--- config.mk ---
export PLATFORM = sky130hd
export DESIGN_NAME = csi2_modport_sink_flat
export DESIGN_NICKNAME = d
export VERILOG_FILES = /design/src/rtl/csi2_modport_sink_if.sv /design/src/rtl/csi2_modport_sink.sv /design/src/flat_wrapper.sv
export SDC_FILE = /design/constraint.sdc
export NUM_CORES = 1
export LEC_CHECK = 0
export ABC_CLOCK_PERIOD_IN_PS = 8510
export BUFFER_PORTS_ARGS = -buffer_cell sky130_fd_sc_hd__buf_2
export CAP_MARGIN = 20
export CORE_ASPECT_RATIO = 0.7
export CORE_MARGIN = 3
export CORE_UTILIZATION = 65
export DETAILED_ROUTE_END_ITERATION = 16
export PLACE_DENSITY_LB_ADDON = 0.2
export SYNTH_ARGS = -nofsm -noshare
export SYNTH_HDL_FRONTEND = slang
export SYNTH_SLANG_ARGS = --single-unit
--- constraint.sdc ---
create_clock -name tb_clk -period 8.51 [get_ports tb_clk]
set_clock_uncertainty 0.05 [all_clocks]
set_input_delay 0 -clock tb_clk [delete_from_list [all_inputs] [get_ports tb_clk]]
set_output_delay 0 -clock tb_clk [all_outputs]
set_load 0.05 [all_outputs]
--- src/rtl/csi2_modport_sink_if.sv ---
// rtl/csi2_modport_sink_if.sv - C-PHY lane bundle and decoded-word outputs
interface csi2_modport_sink_if #(
    parameter int NUM_LANES = 1
);
    logic [NUM_LANES-1:0][2:0] cphy_lane_signals;
    logic [NUM_LANES*16-1:0]   rx_word;
    logic [NUM_LANES-1:0]      rx_valid;
    logic [NUM_LANES-1:0]      rx_err;
    logic [NUM_LANES-1:0]      lane_active;

    modport master (
        output cphy_lane_signals,
        input  rx_word,
        input  rx_valid,
        input  rx_err,
        input  lane_active
    );

    modport slave (
        input  cphy_lane_signals,
        output rx_word,
        output rx_valid,
        output rx_err,
        output lane_active
    );
endinterface

--- src/rtl/csi2_modport_sink.sv ---
// rtl/csi2_modport_sink.sv - C-PHY receive front end: wire-state decode and 7-symbol word packing
module csi2_modport_sink #(
    parameter int NUM_LANES = 1
) (
    input  logic                 tb_clk,
    input  logic                 reset,
    csi2_modport_sink_if.slave   lanes
);

    genvar g;
    generate
        for (g = 0; g < NUM_LANES; g++) begin : g_lane
            logic [2:0]  r_samp;
            logic [2:0]  r_prev;
            logic        r_prev_ok;
            logic [2:0]  r_cnt;
            logic [16:0] r_acc;
            logic [15:0] r_word;
            logic        r_valid;
            logic        r_err;
            logic        r_active;

            logic        w_ok;
            logic [2:0]  w_idx;
            logic [2:0]  w_diff;
            logic [2:0]  w_sym;
            logic [16:0] w_v;

            logic [2:0]  w_prev_n;
            logic        w_prev_ok_n;
            logic [2:0]  w_cnt_n;
            logic [16:0] w_acc_n;
            logic [15:0] w_word_n;
            logic        w_valid_n;
            logic        w_err_n;

            // Map the sampled wire code onto its ring index; anything off the ring (incl. X/Z) is idle.
            always_comb begin
                w_ok  = 1'b1;
                w_idx = 3'd0;
                case (r_samp)
                    3'b100:  w_idx = 3'd0;
                    3'b110:  w_idx = 3'd1;
                    3'b010:  w_idx = 3'd2;
                    3'b011:  w_idx = 3'd3;
                    3'b001:  w_idx = 3'd4;
                    3'b101:  w_idx = 3'd5;
                    default: w_ok  = 1'b0;
                endcase
            end

            // Ring distance (1..5), symbol, and candidate base-5 accumulation.
            always_comb begin
                w_diff = (w_idx >= r_prev) ? (w_idx - r_prev) : (3'd6 - (r_prev - w_idx));
                w_sym  = w_diff - 3'd1;
                w_v    = (r_acc * 17'd5) + {14'd0, w_sym};
            end

            // Next-state for the lane: idle/abort, first state, hold, or symbol.
            always_comb begin
                w_prev_n    = r_prev;
                w_prev_ok_n = r_prev_ok;
                w_cnt_n     = r_cnt;
                w_acc_n     = r_acc;
                w_word_n    = r_word;
                w_valid_n   = 1'b0;
                w_err_n     = 1'b0;
                if (!w_ok) begin
                    w_prev_ok_n = 1'b0;
                    w_cnt_n     = 3'd0;
                    w_acc_n     = 17'd0;
                    w_err_n     = (r_cnt != 3'd0);
                end else if (!r_prev_ok) begin
                    w_prev_n    = w_idx;
                    w_prev_ok_n = 1'b1;
                end else if (w_idx != r_prev) begin
                    w_prev_n = w_idx;
                    if (r_cnt == 3'd6) begin
                        w_cnt_n = 3'd0;
                        w_acc_n = 17'd0;
                        if (!w_v[16]) begin
                            w_word_n  = w_v[15:0];
                            w_valid_n = 1'b1;
                        end else begin
                            w_err_n = 1'b1;
                        end
                    end else begin
                        w_cnt_n = r_cnt + 3'd1;
                        w_acc_n = w_v;
                    end
                end
            end

            // Sample stage and decode-stage state registers; reset discards any partial word.
            always_ff @(posedge tb_clk) begin
                if (reset) begin
                    r_samp    <= 3'b000;
                    r_prev    <= 3'd0;
                    r_prev_ok <= 1'b0;
                    r_cnt     <= 3'd0;
                    r_acc     <= 17'd0;
                    r_word    <= 16'd0;
                    r_valid   <= 1'b0;
                    r_err     <= 1'b0;
                    r_active  <= 1'b0;
                end else begin
                    r_samp    <= lanes.cphy_lane_signals[g];
                    r_prev    <= w_prev_n;
                    r_prev_ok <= w_prev_ok_n;
                    r_cnt     <= w_cnt_n;
                    r_acc     <= w_acc_n;
                    r_word    <= w_word_n;
                    r_valid   <= w_valid_n;
                    r_err     <= w_err_n;
                    r_active  <= w_ok;
                end
            end

            assign lanes.rx_word[16*g +: 16] = r_word;
            assign lanes.rx_valid[g]         = r_valid;
            assign lanes.rx_err[g]           = r_err;
            assign lanes.lane_active[g]      = r_active;
        end
    endgenerate

endmodule

--- src/flat_wrapper.sv ---
// flat-port wrapper written by rule: the top's interface ports become plain ports
module csi2_modport_sink_flat 
#(
    parameter int NUM_LANES = 1
)
  (tb_clk, reset, lanes_cphy_lane_signals, lanes_rx_word, lanes_rx_valid, lanes_rx_err, lanes_lane_active);
  csi2_modport_sink_if #(.NUM_LANES(NUM_LANES)) lanes_i ();
  input  logic tb_clk;
  input  logic reset;
  input wire logic [$bits(lanes_i.cphy_lane_signals)-1:0] lanes_cphy_lane_signals;
  output wire logic [$bits(lanes_i.rx_word)-1:0] lanes_rx_word;
  output wire logic [$bits(lanes_i.rx_valid)-1:0] lanes_rx_valid;
  output wire logic [$bits(lanes_i.rx_err)-1:0] lanes_rx_err;
  output wire logic [$bits(lanes_i.lane_active)-1:0] lanes_lane_active;
  assign lanes_i.cphy_lane_signals = lanes_cphy_lane_signals;
  assign lanes_rx_word = lanes_i.rx_word;
  assign lanes_rx_valid = lanes_i.rx_valid;
  assign lanes_rx_err = lanes_i.rx_err;
  assign lanes_lane_active = lanes_i.lane_active;
  csi2_modport_sink #(.NUM_LANES(NUM_LANES)) u_core (.tb_clk(tb_clk), .reset(reset), .lanes(lanes_i));
endmodule
==> impl_metrics.ini <==
[outcome]
outcome = finished clean

[sta]
slew_viol_final = 0
grt_setup_unrepaired = false
period_share_pct = 65.8
setup_viol = 0
slew_headroom_pct = 34.8
whs_ps = 98.7
final_hold_viol_count = 0
fin_tns_setup_ps = 0
worstMarginPinSlew_ps = 975
max_freq_mhz = 178
period_minus_slack_ps = 5600

[routing]
wire_per_inst_um = 15.9
antenna_left = 0
viasPerCell = 5.95
drt-total-wl_mm = 6.51
drt_pass1_iterations = 4
drc = 0
dr.first_iter.drc_count = 155
num_vias = 2432

[cts]
cts_made_buffers = 5
path_clk_slew_ps = 90
htree_levels = 2
cts_tree = built
clk_latency_ps = 310
clock_sinks = 45
clockBufferDepth = 2
cts_root_buffer = clkbuf_8

[flow_run]
drv_cap = 0

[synthesis]
ys_warn_count = 0
syn_nets = 390
ys.flop_type = dfxtp_1
syn_area_um2 = 3010
synth-seq-area-share_pct = 29.9
synth-seq-cells = 45
post_synth_num_cell_types = 50
synth_cells = 332
synth.avg_cell_area_um2 = 9.07
async_reset_ff_share_pct = 0
synth_edf_count = 0

[floorplanning]
die_width_um = 87.4
io_pins = 24
num_rows = 20
fp.coreArea_um2 = 4400
die_area_um2 = 5500
die_y_um = 63.0
initial_core_util_pct = 68.4

[global_routing]
grt_first_pass_wirelength_mm = 11.6
grt-ovfl-total = 0
grt_usage_pct = 26.0
grt_pass1_vias = 2413
grt-busiest-layer = met2
antenna_found_initial = 0
grt_start_max_net_pins = 27
grt_util_met2_pct = 38.6
gr-usage-met1_pct = 38.6
grt.met3_usage_pct = 5.14

[placed_design]
gp_congestion = 0.867
dp.cells = 398
dp_hpwl_mm = 4.82
portBuffers = 23

[setup_path]
endpoint_kind = flip-flop
crit_fanout = 13
endpoint = u_core.lanes.rx_word[0]
r2r_end = u_core.lanes.rx_word[0]
worst_ep_required_time_ps = 8640
critPathLaunchType = flip-flop
startpoint = u_core.g_lane[0].r_samp[2]
reg2regPathDepth = 22
worstPathArrival_ps = 5730
timing.rr.start = u_core.g_lane[0].r_samp[2]
critPathKind = flip-flop to flip-flop
rrSetupSlack_ps = 2910

[power]
ir_drop_mv = 0.115
p_leak_nw = 1.72
power_density_nw_per_um2 = 135

[final_layout]
final_util_pct = 73.9
nFillCells = 346
nNetsFinal = 411
antenna_cells = 0
layout-drive-gt1-share_pct = 12.1
instances_no_fill = 409
syn2layout_area_growth_pct = 8.02

[hold_path]
hp-class = input pin to flip-flop
[logic make-up after synthesis]
logic type / Yosys count / synth area share, %
multiplexers: 16 / 5.32
buffers and inverters: 24 / 3.86
flip-flops: 45 / 29.9
adder cells (fa/ha/maj): 53 / 22.5
AO/OA/AOI/OAI: 77 / 17.5
AND/OR/NAND/NOR: 97 / 15.1
XOR/XNOR: 20 / 5.82
[what timing repair did]
action                                  CTS  global route
buffers inserted                          0             0
hold endpoints to repair                  3             0
hold buffers                              3             0
resized for setup                         0             0
endpoints found under the setup margin    0             0
[area by class of cell]
type | count | area [µm²] | area share (%)
multi-input cells | 263 | 2000 | 61.4
inverters | 11 | 41.3 | 1.27
repair buffers | 27 | 153 | 4.69
flip-flops and latches | 45 | 901 | 27.7
well taps | 55 | 68.8 | 2.12
clock buffers | 5 | 68.8 | 2.12
clock inverters | 3 | 22.5 | 0.692
[worst min path at each step]
stage | start | endpoint | slack, ps | cells after the start
detailed placement | lanes_cphy_lane_signals[2] | u_core.g_lane[0].r_samp[2] | 170 | 2
CTS | reset | u_core.lanes.rx_word[12] | 80 | 2
finish | reset | u_core.lanes.rx_word[12] | 100 | 2
global placement | lanes_cphy_lane_signals[1] | u_core.g_lane[0].r_samp[1] | 160 | 2
floorplan | lanes_cphy_lane_signals[0] | u_core.g_lane[0].r_samp[0] | 80 | 1
global route | reset | u_core.lanes.rx_word[9] | 120 | 2
[power by group]
part           leakage, nW  switching, mW  internal (mW)  total (mW)
clock               0.0364         0.0803         0.0577       0.138
sequential           0.364        0.00535          0.214       0.219
combinational         1.32         0.0500         0.0326      0.0826
total                 1.72          0.136          0.304       0.440
[worst max-delay path, cell delays in order, from the launching register on]
cell       delay, ps
dfxtp_1          490
nand2b_1         240
inv_1            100
o21ai_0          250
o21a_1           170
ha_1             300
o21ai_0          210
nand2b_1          90
a21oi_1          260
xor2_1           210
ha_1             210
xnor2_1          160
xnor2_1          100
ha_1             310
ha_1             310
a211o_1          280
a211oi_1         210
a211o_1          180
o2bb2ai_2        150
mux2i_2          560
buf_4            350
mux2i_1          220
nor2_1            60
[flip-flops by register name (all words and copies together) (netlist names)]
signal,cells
u_core.lanes.rx_valid,1
u_core.g_lane.r_prev,3
u_core.lanes.rx_err,1
u_core.g_lane.r_acc,17
u_core.lanes.rx_word,16
u_core.g_lane.r_samp,3
u_core.g_lane.r_cnt,3
u_core.lanes.lane_active,1
[routing by layer]
layer  up-vias  part of all wire [%]  wire [µm]
met5         -                     0          0
met2        62                    43       2830
met1      1136                    49       3200
met3        11                   6.0        389
met4         0                   1.4         92
li1       1223                     -          -
[synthesized netlist by cell type, drive strengths merged, types with 7 or more instances]
library cell | number | area (µm²)
nand3 | 7 | 35.0
o21ai | 10 | 50.1
nand2 | 20 | 75.1
clkbuf | 9 | 33.8
a22oi | 13 | 97.6
inv | 11 | 41.3
nor2b | 7 | 46.3
a21oi | 21 | 105
a21o | 9 | 68.8
dfxtp | 45 | 901
mux2i | 16 | 160
nor2 | 43 | 161
xnor2 | 15 | 131
ha | 51 | 638
[metrics by stage]
step           power, mW  worst slack [ps]  cell area [µm²]
2_1_floorplan      0.285              3900             3010
3_3_place_gp       0.301              3450             3130
3_5_place_dp       0.303              2990             3130
4_1_cts            0.440              2950             3250
5_1_grt            0.462              2570             3250
6_report           0.440              2910             3250
[layout by cell type, fill, tap and decap left out, types with 6 or more instances in the layout]
cell type	n
a21o_1	8
a21oi_1	21
a22oi_1	13
buf_2	23
dfxtp_1	45
ha_1	51
inv_1	11
mux2i_1	15
nand2_1	20
nand3_1	7
nor2_1	43
nor2b_1	6
o21ai_0	10
xnor2_1	15
No activity file was read; power rests on OpenSTA's default activity.
